--- src/rtl/writeback_unit.sv ---
// Writeback stage: arbitrates ALU results and load responses into a single
// registered register-bank write port, formatting loads and flagging bad ones.
module writeback_unit (
  input  logic        clk,
  input  logic        rst,
  input  logic        alu_valid,
  input  logic [4:0]  alu_rd,
  input  logic [31:0] alu_val,
  output logic        alu_ready,
  input  logic        ld_valid,
  input  logic [4:0]  ld_rd,
  input  logic [2:0]  ld_funct3,
  input  logic [1:0]  ld_addr_lo,
  input  logic [31:0] ld_data,
  output logic        ld_ready,
  output logic        reg_we,
  output logic [4:0]  rd,
  output logic [31:0] rd_val,
  output logic        ld_err
);

  typedef enum logic [1:0] {
    GNT_NONE,
    GNT_ALU,
    GNT_LD
  } grant_e;

  localparam logic [2:0] F3_LB  = 3'b000;
  localparam logic [2:0] F3_LH  = 3'b001;
  localparam logic [2:0] F3_LW  = 3'b010;
  localparam logic [2:0] F3_LBU = 3'b100;
  localparam logic [2:0] F3_LHU = 3'b101;

  grant_e      grant;
  logic [1:0]  starve_q, starve_d;
  logic        we_q, we_d;
  logic [4:0]  rd_q, rd_d;
  logic [31:0] val_q, val_d;
  logic        err_q, err_d;

  logic [7:0]  ld_byte;
  logic [15:0] ld_half;
  logic [31:0] ld_fmt;
  logic        ld_bad;

  // Load wins conflicts unless the ALU has already lost three in a row.
  always_comb begin
    // NOTE: every always_comb output gets a default first so no path can
    // leave it unassigned and infer a latch.
    grant = GNT_NONE;
    if (!rst) begin
      if (alu_valid && ld_valid) begin
        grant = (starve_q == 2'd3) ? GNT_ALU : GNT_LD;
      end else if (alu_valid) begin
        grant = GNT_ALU;
      end else if (ld_valid) begin
        grant = GNT_LD;
      end
    end
  end

  assign alu_ready = (grant == GNT_ALU);
  assign ld_ready  = (grant == GNT_LD);

  always_comb begin
    starve_d = 2'd0;
    if (alu_valid && !alu_ready) begin
      starve_d = starve_q + 2'd1;
    end
  end

  always_comb begin
    ld_byte = ld_data[7:0];
    case (ld_addr_lo)
      2'd0: ld_byte = ld_data[7:0];
      2'd1: ld_byte = ld_data[15:8];
      2'd2: ld_byte = ld_data[23:16];
      2'd3: ld_byte = ld_data[31:24];
      default: ld_byte = ld_data[7:0];
    endcase
  end

  assign ld_half = ld_addr_lo[1] ? ld_data[31:16] : ld_data[15:0];

  always_comb begin
    ld_fmt = 32'd0;
    ld_bad = 1'b0;
    case (ld_funct3)
      F3_LB:  ld_fmt = {{24{ld_byte[7]}}, ld_byte};
      F3_LBU: ld_fmt = {24'd0, ld_byte};
      F3_LH: begin
        ld_fmt = {{16{ld_half[15]}}, ld_half};
        ld_bad = ld_addr_lo[0];
      end
      F3_LHU: begin
        ld_fmt = {16'd0, ld_half};
        ld_bad = ld_addr_lo[0];
      end
      F3_LW: begin
        ld_fmt = ld_data;
        ld_bad = (ld_addr_lo != 2'd0);
      end
      default: ld_bad = 1'b1;
    endcase
  end

  // Writes to x0 and faulted loads still update rd/rd_val but never assert reg_we.
  always_comb begin
    we_d  = 1'b0;
    err_d = 1'b0;
    rd_d  = rd_q;
    val_d = val_q;
    case (grant)
      GNT_ALU: begin
        rd_d  = alu_rd;
        val_d = alu_val;
        we_d  = (alu_rd != 5'd0);
      end
      GNT_LD: begin
        rd_d  = ld_rd;
        val_d = ld_fmt;
        we_d  = (ld_rd != 5'd0) && !ld_bad;
        err_d = ld_bad;
      end
      default: ;
    endcase
  end

  always_ff @(posedge clk) begin
    // NOTE: sequential state uses non-blocking assignments so every register
    // samples pre-edge values regardless of statement order.
    if (rst) begin
      starve_q <= 2'd0;
      we_q     <= 1'b0;
      rd_q     <= 5'd0;
      val_q    <= 32'd0;
      err_q    <= 1'b0;
    end else begin
      starve_q <= starve_d;
      we_q     <= we_d;
      rd_q     <= rd_d;
      val_q    <= val_d;
      err_q    <= err_d;
    end
  end

  assign reg_we = we_q;
  assign rd     = rd_q;
  assign rd_val = val_q;
  assign ld_err = err_q;

endmodule
--- config.mk ---
export PLATFORM = sky130hd
export DESIGN_NAME = writeback_unit
export DESIGN_NICKNAME = d
export VERILOG_FILES = /design/src/rtl/writeback_unit.sv
export SDC_FILE = /design/constraint.sdc
export NUM_CORES = 1
export LEC_CHECK = 0
export ABC_CLOCK_PERIOD_IN_PS = 3200
export BUFFER_PORTS_ARGS = -buffer_cell sky130_fd_sc_hd__buf_2
export CELL_PAD_IN_SITES_DETAIL_PLACEMENT = 0
export CELL_PAD_IN_SITES_GLOBAL_PLACEMENT = 1
export CORE_MARGIN = 5
export CORE_UTILIZATION = 36
export DETAILED_ROUTE_END_ITERATION = 10
export GPL_TIMING_DRIVEN = 0
export PLACE_DENSITY_LB_ADDON = 0.15
export SYNTH_ARGS = -nofsm -noshare
export SYNTH_HDL_FRONTEND = slang
export SYNTH_SLANG_ARGS = --single-unit
--- constraint.sdc ---
create_clock -name clk -period 3.2 [get_ports clk]
set_input_delay 0.32 -clock clk [delete_from_list [all_inputs] [get_ports clk]]
set_output_delay 0.32 -clock clk [all_outputs]
set_load 0.01 [all_outputs]
# After elaboration in Yosys (flattened, before gate mapping)
# Index checks and enable logic that the tools add are counted.
[classes]
muxes = 12
bitwise_logic = 2
n_div = 0
n_reduce_logical = 15
n_lt_le_gt_ge = 0
addsub = 1
n_shift = 0
mul = 0
eq_ne = 10
[ops]
columns = ["cell", "n"]
rows = [
  ["$pmux W32 S5", 1],
  ["$pmux W32 S2", 1],
  ["$pmux W8 S4", 1],
  ["$mux W16", 1],
  ["$mux W2", 5],
  ["$pmux W5 S2", 1],
  ["$reduce_bool A5 Y1", 2],
  ["$eq A2 B2 Y1 const B", 4],
  ["$reduce_or A2 Y1", 4],
  ["$eq A3 B3 Y1 const B", 2],
  ["$eq A2 B1 Y1 const B", 2],
  ["$reduce_bool A2 Y1", 2],
  ["$eq A3 B1 Y1 const B", 1],
  ["$eq A3 B2 Y1 const B", 1],
  ["$logic_and A1 B1 Y1", 3],
  ["$logic_not A3 Y1", 1],
  ["$pmux W1 S3", 1],
  ["$add A2 B1 Y2 const B", 1],
  ["$logic_not A1 Y1", 2],
  ["$logic_not A2 Y1", 1],
  ["$not A1 Y1", 2],
  ["$pmux W1 S2", 1],
]
[totals]
output_inout_bits = 41
mem_count = 0
register_bits = 41
word_cells = 45
rom_bits = 0
latchBits = 0
ram_bits = 0

# Longest topological paths before layout
# Gate-level depths: netlist of the first run.
[logic_depth]
depth_word = 9
ltp_mapped = 10

# Worst setup path after synthesis of the first run
# No wires, ideal clock.
[synth_timing]
path_kind = "input to register"
from = "in rst"
to = "reg val_q[18], in the netlist rd_val[18]"
path_buffers = 3
cell_stages = 9
t_arrival_ps = 2059
setup_ps = 86
required_time_ps = 3114
path_slack_ps = 1054
path_cell_list = "clkbuf_1 > nand3b_1 > inv_1 > ha_1 > inv_1 > or3_1 > clkbuf_1 > buf_6 > a221oi_2"
[synth_via]
elab_chain_cells = 3
elab_cells_between_ends = 5
[synth_rtl]
columns = ["item", "line", "text"]
rows = [
  ["from (decl)", "5", "input logic rst,"],
  ["$mux W2 *", "51", "if (!rst) begin"],
  ["$eq A2 B2 Y1 *", "n/a", ""],
  ["net ld_ready", "15", "output logic ld_ready,"],
  ["$pmux W32 S2 or $reduce_bool A2 Y1 (tied branches)", "n/a", ""],
  ["to (signal assigned)", "142", "val_q <= val_d;"],
  ["to (decl)", "38", "logic [31:0] val_q, val_d;"],
]
# The timed path passes the listed nets; every way through them passes the cells marked *.
# A chain may end at the register's enable or synchronous reset.

# Final worst setup path of the first run
[layout_timing]
from = "in rst"
to = "reg val_q[8], in the netlist rd_val[8]"
[layout_via]
elab_chain_cells = 3
elab_cells_between_ends = 5
[layout_rtl]
columns = ["item", "line", "text"]
rows = [
  ["$mux W2", "51", ""],
  ["$eq A2 B2 Y1 or $eq A2 B1 Y1 (tied branches)", "113", "case (grant)"],
  ["$pmux W32 S2 or $reduce_bool A2 Y1 (tied branches)", "n/a", ""],
]
# Several ways; a longest one is shown, not always the timed one.

==> reports/qor.yml, run 1 <==
floorplan:
  fp-row-count: 30
  die_h_um: 93.9
  start_util_pct: 37.1
  die-area_um2: 8820
  ios: 124
  core_um2: 6830
  die_w_um: 93.9
yosys:
  netlist_area_um2: 2530
  ys_warn_count: 0
  yosysTopAreaCell: "dfxtp_1"
  synth_seq_cells: 41
  yosysMostFrequentCell: "dfxtp_1"
  synth_common_cells: "dfxtp_1 (41), a21oi_1 (33), o21bai_1 (18), clkbuf_1 (17), a21boi_0 (16)"
  synth_cell_types: 44
  yosysSeqAreaShare_pct: 32.4
  synth-edff-count: 0
  netlist.area_leader.share_pct: 32.4
  syn_nets: 354
  synth.avg_cell_area_um2: 9.46
  synthArstFlopShare_pct: 0
  synth_cells: 268
  synth_area_leaders: "dfxtp_1 (32%), mux4_2 (7.1%), a21oi_1 (6.5%), a221oi_2 (6.5%), o21bai_1 (5.3%)"
  synth_ff_type: "dfxtp_1"
clocking:
  hold_buffers: 0
  post_cts_buffers: 0
  cts_tree: "yes"
  clkLatencyLatePin_ps: 290
  clock_sinks: 41
  clockBufferDepth: 2
  cts_made_buffers: 5
  cts.clk_slew.worst_paths_ps: 80
  clockRootBuffer: "clkbuf_8"
  ctsResizeCount: 0
  htreeDepth: 2
drt:
  top_layer: "met4"
  first_pass_iters: 4
  routed-wl-met3_um: 667
  wl_mm: 9.35
  met2_length_mm: 4.70
  antenna_left: 0
  drt_first_iter_violations: 149
  wl_met1_mm: 3.93
  drcViolationCount: 0
  via_count: 2705
  wl_per_cell_um: 19.0
  vias_per_cell: 5.50
job:
  drv_cap: 0
setup_path:
  crit_required_ps: 3390
  worstPathMaxFanout: 10
  cp-start-kind: "primary input"
  setup.worst_path.class: "primary input to register"
  worstSetupEndpointType: "register"
  critical_path_arrival_ps: 2930
timing:
  finalHoldViolCount: 0
  finalSetupViolCount: 0
  clock_skew_ps: 3.50
  relSlewSlack_pct: 52.0
  holdWs_ps: 304
  rsz0062_at_grt: "false"
  timing.fmax_mhz: 365
  tns_ps: 0
  slew_violations: 0
  worst_pin_slew_ps: 720
  setup_slack_ps: 459
  period_minus_slack_ps: 2740
  period_share_pct: 85.7
cells_and_area:
  final_design_area_no_fill_um2: 3360
  final_cells: 492
  drive_above_1_share_pct: 41.7
  final_nets: 482
  antennaDiodeCount: 0
  fin_util_pct: 49.2
  syn_to_final_growth_pct: 32.7
grt:
  grt-ovfl-total: 0
  grt_max_degree: 13
  antenna_found_initial: 0
  grt_pass1_vias: 2826
  grt_use_total_pct: 21.4
  grt_pass1_wl_mm: 14.7
pwr:
  powerDensity_nw_per_um2: 415
  p_total_mw: 1.39
  power_leakage_nw: 1.52
  irDropWorstVdd_v: 0.000215
placed_design:
  place_hpwl_mm: 7.42
  dpl.cell_count: 485
  place_area_um2: 3260
  place_ws_ps: 194
  gp_congestion: 0.824
  port_buffers: 121
outcome:
  status: "completed"
worst_hold_path:
  hp-class: "primary input to register"
power breakdown:
part           internal, mW  switching, mW  total, mW  leakage, nW
sequential            0.555         0.0230      0.578        0.338
combinational         0.178          0.222      0.400         1.13
clock                 0.227          0.189      0.416       0.0540
sequential cells by signal, indices dropped and copies added, names as in the netlist:
register  flops
rd            5
ld_err        1
rd_val       32
reg_we        1
starve_q      2
per-layer routing:
metal	vias up	global-route usage [%]
met2	101	36.0
met5	-	0
met3	5	5.13
met1	1300	28.0
li1	1299	-
met4	0	4.21
layout by cell type, fill, tap and decap left out, types with 2 or more instances in the layout:
master      n
a21boi_0   16
a21oi_1    33
a221o_1     7
a221oi_1   12
a221oi_2   11
a31oi_1     2
buf_2     123
buf_6       2
clkbuf_1   17
clkbuf_8    5
dfxtp_1    41
ha_1        3
inv_1      13
mux2i_1     7
mux4_2      8
nand2_1     4
nand2b_1    4
nand3b_1    2
nor2_1     13
nor2b_1     8
nor3_1      6
o21ai_0     3
o21bai_1   18
o221a_2     8
o22ai_1     6
or3_1       2
or4_1       2
final timing paths:
path	from	endpoint	slack, ps	cells after the start
max	rst	rd_val[8]	460	9
min	alu_val[6]	rd_val[6]	300	3
max reg2reg	starve_q[0]	rd_val[5]	590	8
min reg2reg	starve_q[0]	starve_q[0]	430	1
worst max-delay path, stage by stage:
cell and delay [ps]:
buf_2 150, clkbuf_1 450, nand3b_1 210, inv_1 50, ha_1 310, inv_1 180, clkbuf_1 490, o21ai_1 380
o221a_2 380
kinds of logic after synthesis:
family	synth area share [%]
AOI/OAI and AO/OA	39.0
muxes	9.87
DFF	32.4
adders and majority gates	1.48
and+or+nand+nor	10.9
buffers and inverters	6.32
layout make-up:
cell class / count / area [µm²]
tap: 96 / 120
fill: 724 / 3470
inverter: 14 / 52.6
multi-input combinational: 190 / 1550
timing repair buffer: 121 / 606
clock buffer: 5 / 68.8
sequential: 41 / 821
buffer: 23 / 108
clock inverter: 2 / 35.0
Note: power is estimated with default switching activity, not from simulation.
==> run 2: changes to the inputs <==
- ABC_AREA: unset -> 1
- CORE_UTILIZATION: 36 -> 34
==> reports/qor.yml, run 2 <==
timing:
  holdWs_ps: 315  # was 304 ps
  worst_pin_slew_ps: 526  # was 720 ps
  finalHoldViolCount: 0  # unchanged
  period_share_pct: 68.4  # was 85.7%
  rsz0062_at_grt: "false"  # unchanged
  finalSetupViolCount: 0  # unchanged
  relSlewSlack_pct: 64.9  # was 52.0%
  setup_slack_ps: 1010  # was 459 ps
  slew_violations: 0  # unchanged
  clock_skew_ps: 2.99  # was 3.50 ps
  tns_ps: 0  # unchanged
  period_minus_slack_ps: 2190  # was 2740 ps
  timing.fmax_mhz: 457  # was 365 MHz
cells_and_area:
  final_nets: 686  # was 482
  final_cell_mix: "nand2_1 (149), buf_2 (130), a21oi_1 (55)"  # was buf_2 (123), dfxtp_1 (41), a21oi_1 (33)
  antennaDiodeCount: 0  # unchanged
  nFillCells: 939  # was 724
  seqCellArea_um2: 821  # unchanged
  final_common_cell: "nand2_1"  # was buf_2
  multi_input_area_um2: 1650  # was 1550 µm²
  syn_to_final_growth_pct: 30.5  # was 32.7%
  largest_reg_flops: 32  # unchanged
  drive_above_1_share_pct: 30.6  # was 41.7%
  final_cells: 706  # was 492
drt:
  first_pass_iters: 5  # was 4
  drcViolationCount: 0  # unchanged
  vias_per_cell: 4.75  # was 5.50
  wl_per_cell_um: 14.5  # was 19.0 µm
  via_count: 3356  # was 2705
  wl_mm: 10.2  # was 9.35 mm
  antenna_left: 0  # unchanged
  drt_first_iter_violations: 157  # was 149
floorplan:
  fp-row-count: 33  # was 30
  die-area_um2: 10300  # was 8820 µm²
  die_w_um: 101  # was 93.9 µm
  die_h_um: 101  # was 93.9 µm
  ios: 124  # unchanged
  start_util_pct: 34.7  # was 37.1%
  core_um2: 8180  # was 6830 µm²
placed_design:
  place_hpwl_mm: 8.12  # was 7.42 mm
  dpl.cell_count: 698  # was 485
  place_ws_ps: 841  # was 194 ps
  gp_congestion: 0.856  # was 0.824
  port_buffers: 123  # was 121
clocking:
  clock_sinks: 41  # unchanged
  cts_tree: "yes"  # unchanged
  ctsResizeCount: 0  # unchanged
  htreeDepth: 2  # unchanged
  post_cts_buffers: 0  # unchanged
  clkLatencyLatePin_ps: 290  # about the same
  cts.clk_slew.worst_paths_ps: 80  # about the same
  cts_made_buffers: 5  # unchanged
  hold_buffers: 0  # unchanged
  clockBufferDepth: 2  # unchanged
  clockRootBuffer: "clkbuf_8"  # unchanged
yosys:
  yosysTopAreaCell: "dfxtp_1"  # unchanged
  synthArstFlopShare_pct: 0  # unchanged
  ys_warn_count: 0  # unchanged
  synth_top_family_by_area: "simple AND/OR/NAND/NOR gates"  # was compound AO/OA/AOI/OAI gates
  synth_compound_area_share_pct: 22.9  # was 39.0%
  netlist.area_leader.share_pct: 29.0  # was 32.4%
  muxShareOfSynthArea_pct: 0  # was 9.87%
  synth_area_leaders: "dfxtp_1 (29%), nand2_1 (20%), a21oi_1 (9.7%), o21ai_0 (7.1%), inv_1 (6.1%)"  # was dfxtp_1 (32%), mux4_2 (7.1%), a21oi_1 (6.5%), a221oi_2 (6.5%), o21bai_1 (5.3%)
  netlist_area_um2: 2830  # was 2530 µm²
  synthSimpleGateAreaFrac_pct: 34.1  # was 10.9%
  yosysSeqAreaShare_pct: 29.0  # was 32.4%
  synth_cells: 470  # was 268
  synth_cell_types: 31  # was 44
  syn_nets: 556  # was 354
  synth_ff_type: "dfxtp_1"  # unchanged
  synth_seq_cells: 41  # unchanged
  yosysMostFrequentCell: "nand2_1"  # was dfxtp_1
  synth_common_cells: "nand2_1 (149), a21oi_1 (55), inv_1 (46), dfxtp_1 (41)"  # was dfxtp_1 (41), a21oi_1 (33), o21bai_1 (18), clkbuf_1 (17), a21boi_0 (16)
  synthXorXnorAreaFrac_pct: 0  # unchanged
  synthAdderAreaFrac_pct: 1.32  # was 1.48%
  synth-edff-count: 0  # unchanged
  synth.avg_cell_area_um2: 6.03  # was 9.46 µm²
setup_path:
  rr_worst_depth: 8  # unchanged
  cp-start-kind: "register"  # was primary input
  worstSetupEndpointType: "register"  # unchanged
  worstPathMaxFanout: 10  # unchanged
  rrSetupSlack_ps: 1010  # was 590 ps
  setup.worst_path.class: "register to register"  # was primary input to register
  crit_required_ps: 3390  # about the same
  regToRegEndpoint: "rd_val[20]"  # was rd_val[5]
  critical_path_arrival_ps: 2380  # was 2930 ps
  startpoint: "starve_q[0]"  # was rst
  r2r-start: "starve_q[0]"  # unchanged
pwr:
  p_total_mw: 1.44  # was 1.39 mW
  irDropWorstVdd_v: 0.000131  # was 0.000215 V
  powerDensity_nw_per_um2: 388  # was 415 nW/µm²
  power_leakage_nw: 2.07  # was 1.52 nW
worst_hold_path:
  worstHoldPathCells: 3  # unchanged
  min_from: "alu_val[7]"  # was alu_val[6]
  hp-class: "primary input to register"  # unchanged
  min_to: "rd_val[7]"  # was rd_val[6]
grt:
  grt_max_degree: 13  # unchanged
  grt_use_total_pct: 20.0  # was 21.4%
  grt-ovfl-total: 0  # unchanged
  grt_pass1_wl_mm: 16.2  # was 14.7 mm
  grt_pass1_vias: 3294  # was 2826
  antenna_found_initial: 0  # unchanged
job:
  drv_cap: 0  # unchanged
outcome:
  status: "completed"  # unchanged
## run 2: cell count changes after synthesis, sizes merged, moves of 8 or more
cell    change
a21boi     -16
a21oi      +32
a221oi     -23
buf         +9
inv        +38
mux4        -8
nand2     +146
nand3      +15
nor2       +40
nor2b       -8
o21ai      +45
o21bai     -18
o221a       -8
## run 2: routing by layer
layer  wire, µm  vias up  track usage, %
met1       4680     1483            27.1
met3        822        7            4.06
met2       4640      119            33.0
met5          0        -               0
met4         88        0            3.99
li1           -     1747               -
## run 2: layout make-up
| type | instances | area share, % |
|---|---|---|
| multi-input combinational | 349 | 44.7 |
| sequential | 41 | 22.2 |
| timing repair buffer | 123 | 16.6 |
| inverter | 53 | 5.38 |
| buffer | 27 | 4.37 |
| tap | 105 | 3.55 |
| clock buffer | 7 | 2.34 |
| clock inverter | 1 | 0.812 |
## run 2: worst max-delay path: stages, from the launching register on
cell and delay [ps]:
dfxtp_1 330, ha_1 210, o21ai_0 230, inv_1 80
ha_1 310, clkinv_1 280, clkbuf_1 320, o21ai_0 260
a21oi_2 50
## run 2: worst max-delay path by stage
| stage | end | slack [ps] |
|---|---|---|
| 5_1_grt | rd_val[19] | 770 |
| 2_1_floorplan | rd_val[22] | 1430 |
| 6_report | rd_val[20] | 1010 |
| 3_5_place_dp | rd_val[19] | 840 |
| 4_1_cts | rd_val[19] | 980 |
| 3_3_place_gp | rd_val[23] | 890 |
## run 2: logic make-up (layout without fill, tap and decap cells)
family                     Yosys count  count (layout)
and+or+nand+nor                    228             228
AOI/OAI and AO/OA                  118             118
buffers and inverters               80             211
DFF                                 41              41
adders and majority gates            3               3
## run 2: report_power, final
group          internal (mW)  switching (mW)  total [mW]
clock network          0.255           0.192       0.447
registers              0.557          0.0207       0.578
logic                  0.160           0.251       0.410
total                  0.972           0.463        1.44
## run 2: through the flow
step                utilization [%]  instance area, µm²
floorplan                         -                2830
global placement               43.8                3580
detailed placement             43.8                3580
CTS                            45.2                3700
global route                   45.2                3700
finish                         45.2                3700
==> run 3: changes to the inputs <==
- ABC_CLOCK_PERIOD_IN_PS: 3200 -> 2200
- CORE_UTILIZATION: 34 -> 31
- clock period: 3.2 -> 2.2 ns (I/O delays scaled with it)
==> reports/qor.yml, run 3 (synthesis results as in run 2) <==
setup_path:
  rr_worst_depth: 8  # unchanged
  critical_path_arrival_ps: 2260  # was 2380 ps
  rrSetupSlack_ps: 120  # was 1010 ps
  cp-start-kind: "register"  # unchanged
  crit_required_ps: 2390  # was 3390 ps
  worstSetupEndpointType: "register"  # unchanged
  setup.worst_path.class: "register to register"  # unchanged
  r2r-start: "starve_q[0]"  # unchanged
  regToRegEndpoint: "rd_val[1]"  # was rd_val[20]
  worstPathMaxFanout: 10  # unchanged
pwr:
  powerDensity_nw_per_um2: 560  # was 388 nW/µm²
  power_leakage_nw: 2.09  # was 2.07 nW
  irDropWorstVdd_v: 0.000221  # was 0.000131 V
grt:
  grt_max_degree: 13  # unchanged
  grt_pass1_vias: 3390  # was 3294
  grt_pass1_wl_mm: 16.5  # was 16.2 mm
  grt_use_total_pct: 18.3  # was 20.0%
  antenna_found_initial: 0  # unchanged
  grt-ovfl-total: 0  # unchanged
drt:
  wl_mm: 10.5  # was 10.2 mm
  via_count: 3355  # was 3356
  drcViolationCount: 0  # unchanged
  vias_per_cell: 4.73  # was 4.75
  drt_first_iter_violations: 140  # was 157
  antenna_left: 0  # unchanged
  first_pass_iters: 4  # was 5
  wl_per_cell_um: 14.7  # was 14.5 µm
floorplan:
  die_h_um: 106  # was 101 µm
  die_w_um: 106  # was 101 µm
  core_um2: 8810  # was 8180 µm²
  die-area_um2: 11200  # was 10300 µm²
  fp-row-count: 34  # was 33
  start_util_pct: 32.2  # was 34.7%
  ios: 124  # unchanged
clocking:
  clkLatencyLatePin_ps: 290  # about the same
  clock_sinks: 41  # unchanged
  cts_made_buffers: 5  # unchanged
  cts.clk_slew.worst_paths_ps: 80  # about the same
  clockRootBuffer: "clkbuf_8"  # unchanged
  clockBufferDepth: 2  # unchanged
  htreeDepth: 2  # unchanged
  cts_tree: "yes"  # unchanged
  hold_buffers: 0  # unchanged
cells_and_area:
  nFillCells: 1022  # was 939
  fin_util_pct: 42.2  # was 45.2%
  drive_above_1_share_pct: 31.9  # was 30.6%
  seqCellArea_um2: 821  # unchanged
  final_nets: 687  # was 686
  syn_to_final_growth_pct: 31.3  # was 30.5%
  antennaDiodeCount: 0  # unchanged
  final_cell_mix: "nand2_1 (149), buf_2 (130), a21oi_1 (55)"  # unchanged
  multi_input_area_um2: 1650  # unchanged
  final_common_cell: "nand2_1"  # unchanged
  largest_reg_flops: 32  # unchanged
timing:
  finalSetupViolCount: 0  # unchanged
  finalHoldViolCount: 0  # unchanged
  holdWs_ps: 211  # was 315 ps
  period_minus_slack_ps: 2080  # was 2190 ps
  timing.fmax_mhz: 482  # was 457 MHz
  tns_ps: 0  # unchanged
  worst_pin_slew_ps: 475  # was 526 ps
  relSlewSlack_pct: 68.3  # was 64.9%
  period_share_pct: 94.4  # was 68.4%
  slew_violations: 0  # unchanged
  clock_skew_ps: 4.72  # was 2.99 ps
worst_hold_path:
  min_to: "rd_val[12]"  # was rd_val[7]
  min_from: "alu_val[12]"  # was alu_val[7]
  hp-class: "primary input to register"  # unchanged
  worstHoldPathCells: 3  # unchanged
job:
  drv_cap: 0  # unchanged
placed_design:
  place_hpwl_mm: 8.30  # was 8.12 mm
  port_buffers: 123  # unchanged
  gp_congestion: 0.842  # was 0.856
outcome:
  status: "completed"  # unchanged
==> run 3: cell types whose count changed in the layout (fill, tap and decap cells not counted) <==
cell | before | now
clkbuf_1 | 12 | 6
clkinv_1 | 1 | 0
clkbuf_2 | 0 | 6
clkinvlp_4 | 0 | 1
buf_4 | 4 | 5
==> run 3: critical path, stage by stage, from the launching register on <==
cell	delay, ps
dfxtp_1	330
ha_1	200
o21ai_0	230
inv_1	80
ha_1	350
clkinvlp_4	210
clkbuf_1	270
o21ai_0	230
a21oi_1	60
==> run 3: metal layers <==
metal  wire, µm  global-route usage [%]  up-vias
li1           -                       -     1750
met1       4690                    23.1     1475
met2       4580                    29.1      111
met3        889                    5.75       19
met4        307                    7.03        0
met5          0                       0        -
==> run 3: per-stage QoR <==
| stage | setup WS, ps | power (mW) | cells | area (µm²) |
|---|---|---|---|---|
| 2_1_floorplan | 430 | 1.20 | 470 | 2830 |
| 3_3_place_gp | -14.1 | 1.45 | 701 | 3580 |
| 3_5_place_dp | -43.7 | 1.46 | 701 | 3580 |
| 4_1_cts | 7.70 | 2.10 | 709 | 3700 |
| 5_1_grt | -2.00 | 2.22 | 710 | 3720 |
| 6_report | 124 | 2.08 | 710 | 3720 |
==> run 3: timing repair <==
action	4_1_cts	5_1_grt
buffers inserted	0	1
gates resized for setup	0	13
setup endpoints to repair	0	36
==> run 3: how the worst max path moves through the flow <==
stage	startpoint	endpoint	cells past startpoint
2_1_floorplan	starve_q[0]	rd_val[22]	8
3_3_place_gp	rst	rd_val[21]	9
3_5_place_dp	rst	rd_val[25]	9
4_1_cts	starve_q[0]	rd_val[25]	8
5_1_grt	starve_q[0]	rd_val[18]	8
6_report	starve_q[0]	rd_val[1]	8
==> run 3: cell type report <==
class,count,share of cell area (%)
multi-input combinational,349,44.4
buffer,27,4.54
timing repair buffer,124,16.8
tap,108,3.63
sequential,41,22.1
clock inverter,1,0.807
inverter,53,5.45
clock buffer,7,2.32
==> run 3: power by group <==
group | internal [mW] | switching [mW]
registers | 0.810 | 0.0310
clock network | 0.370 | 0.270
logic | 0.237 | 0.365
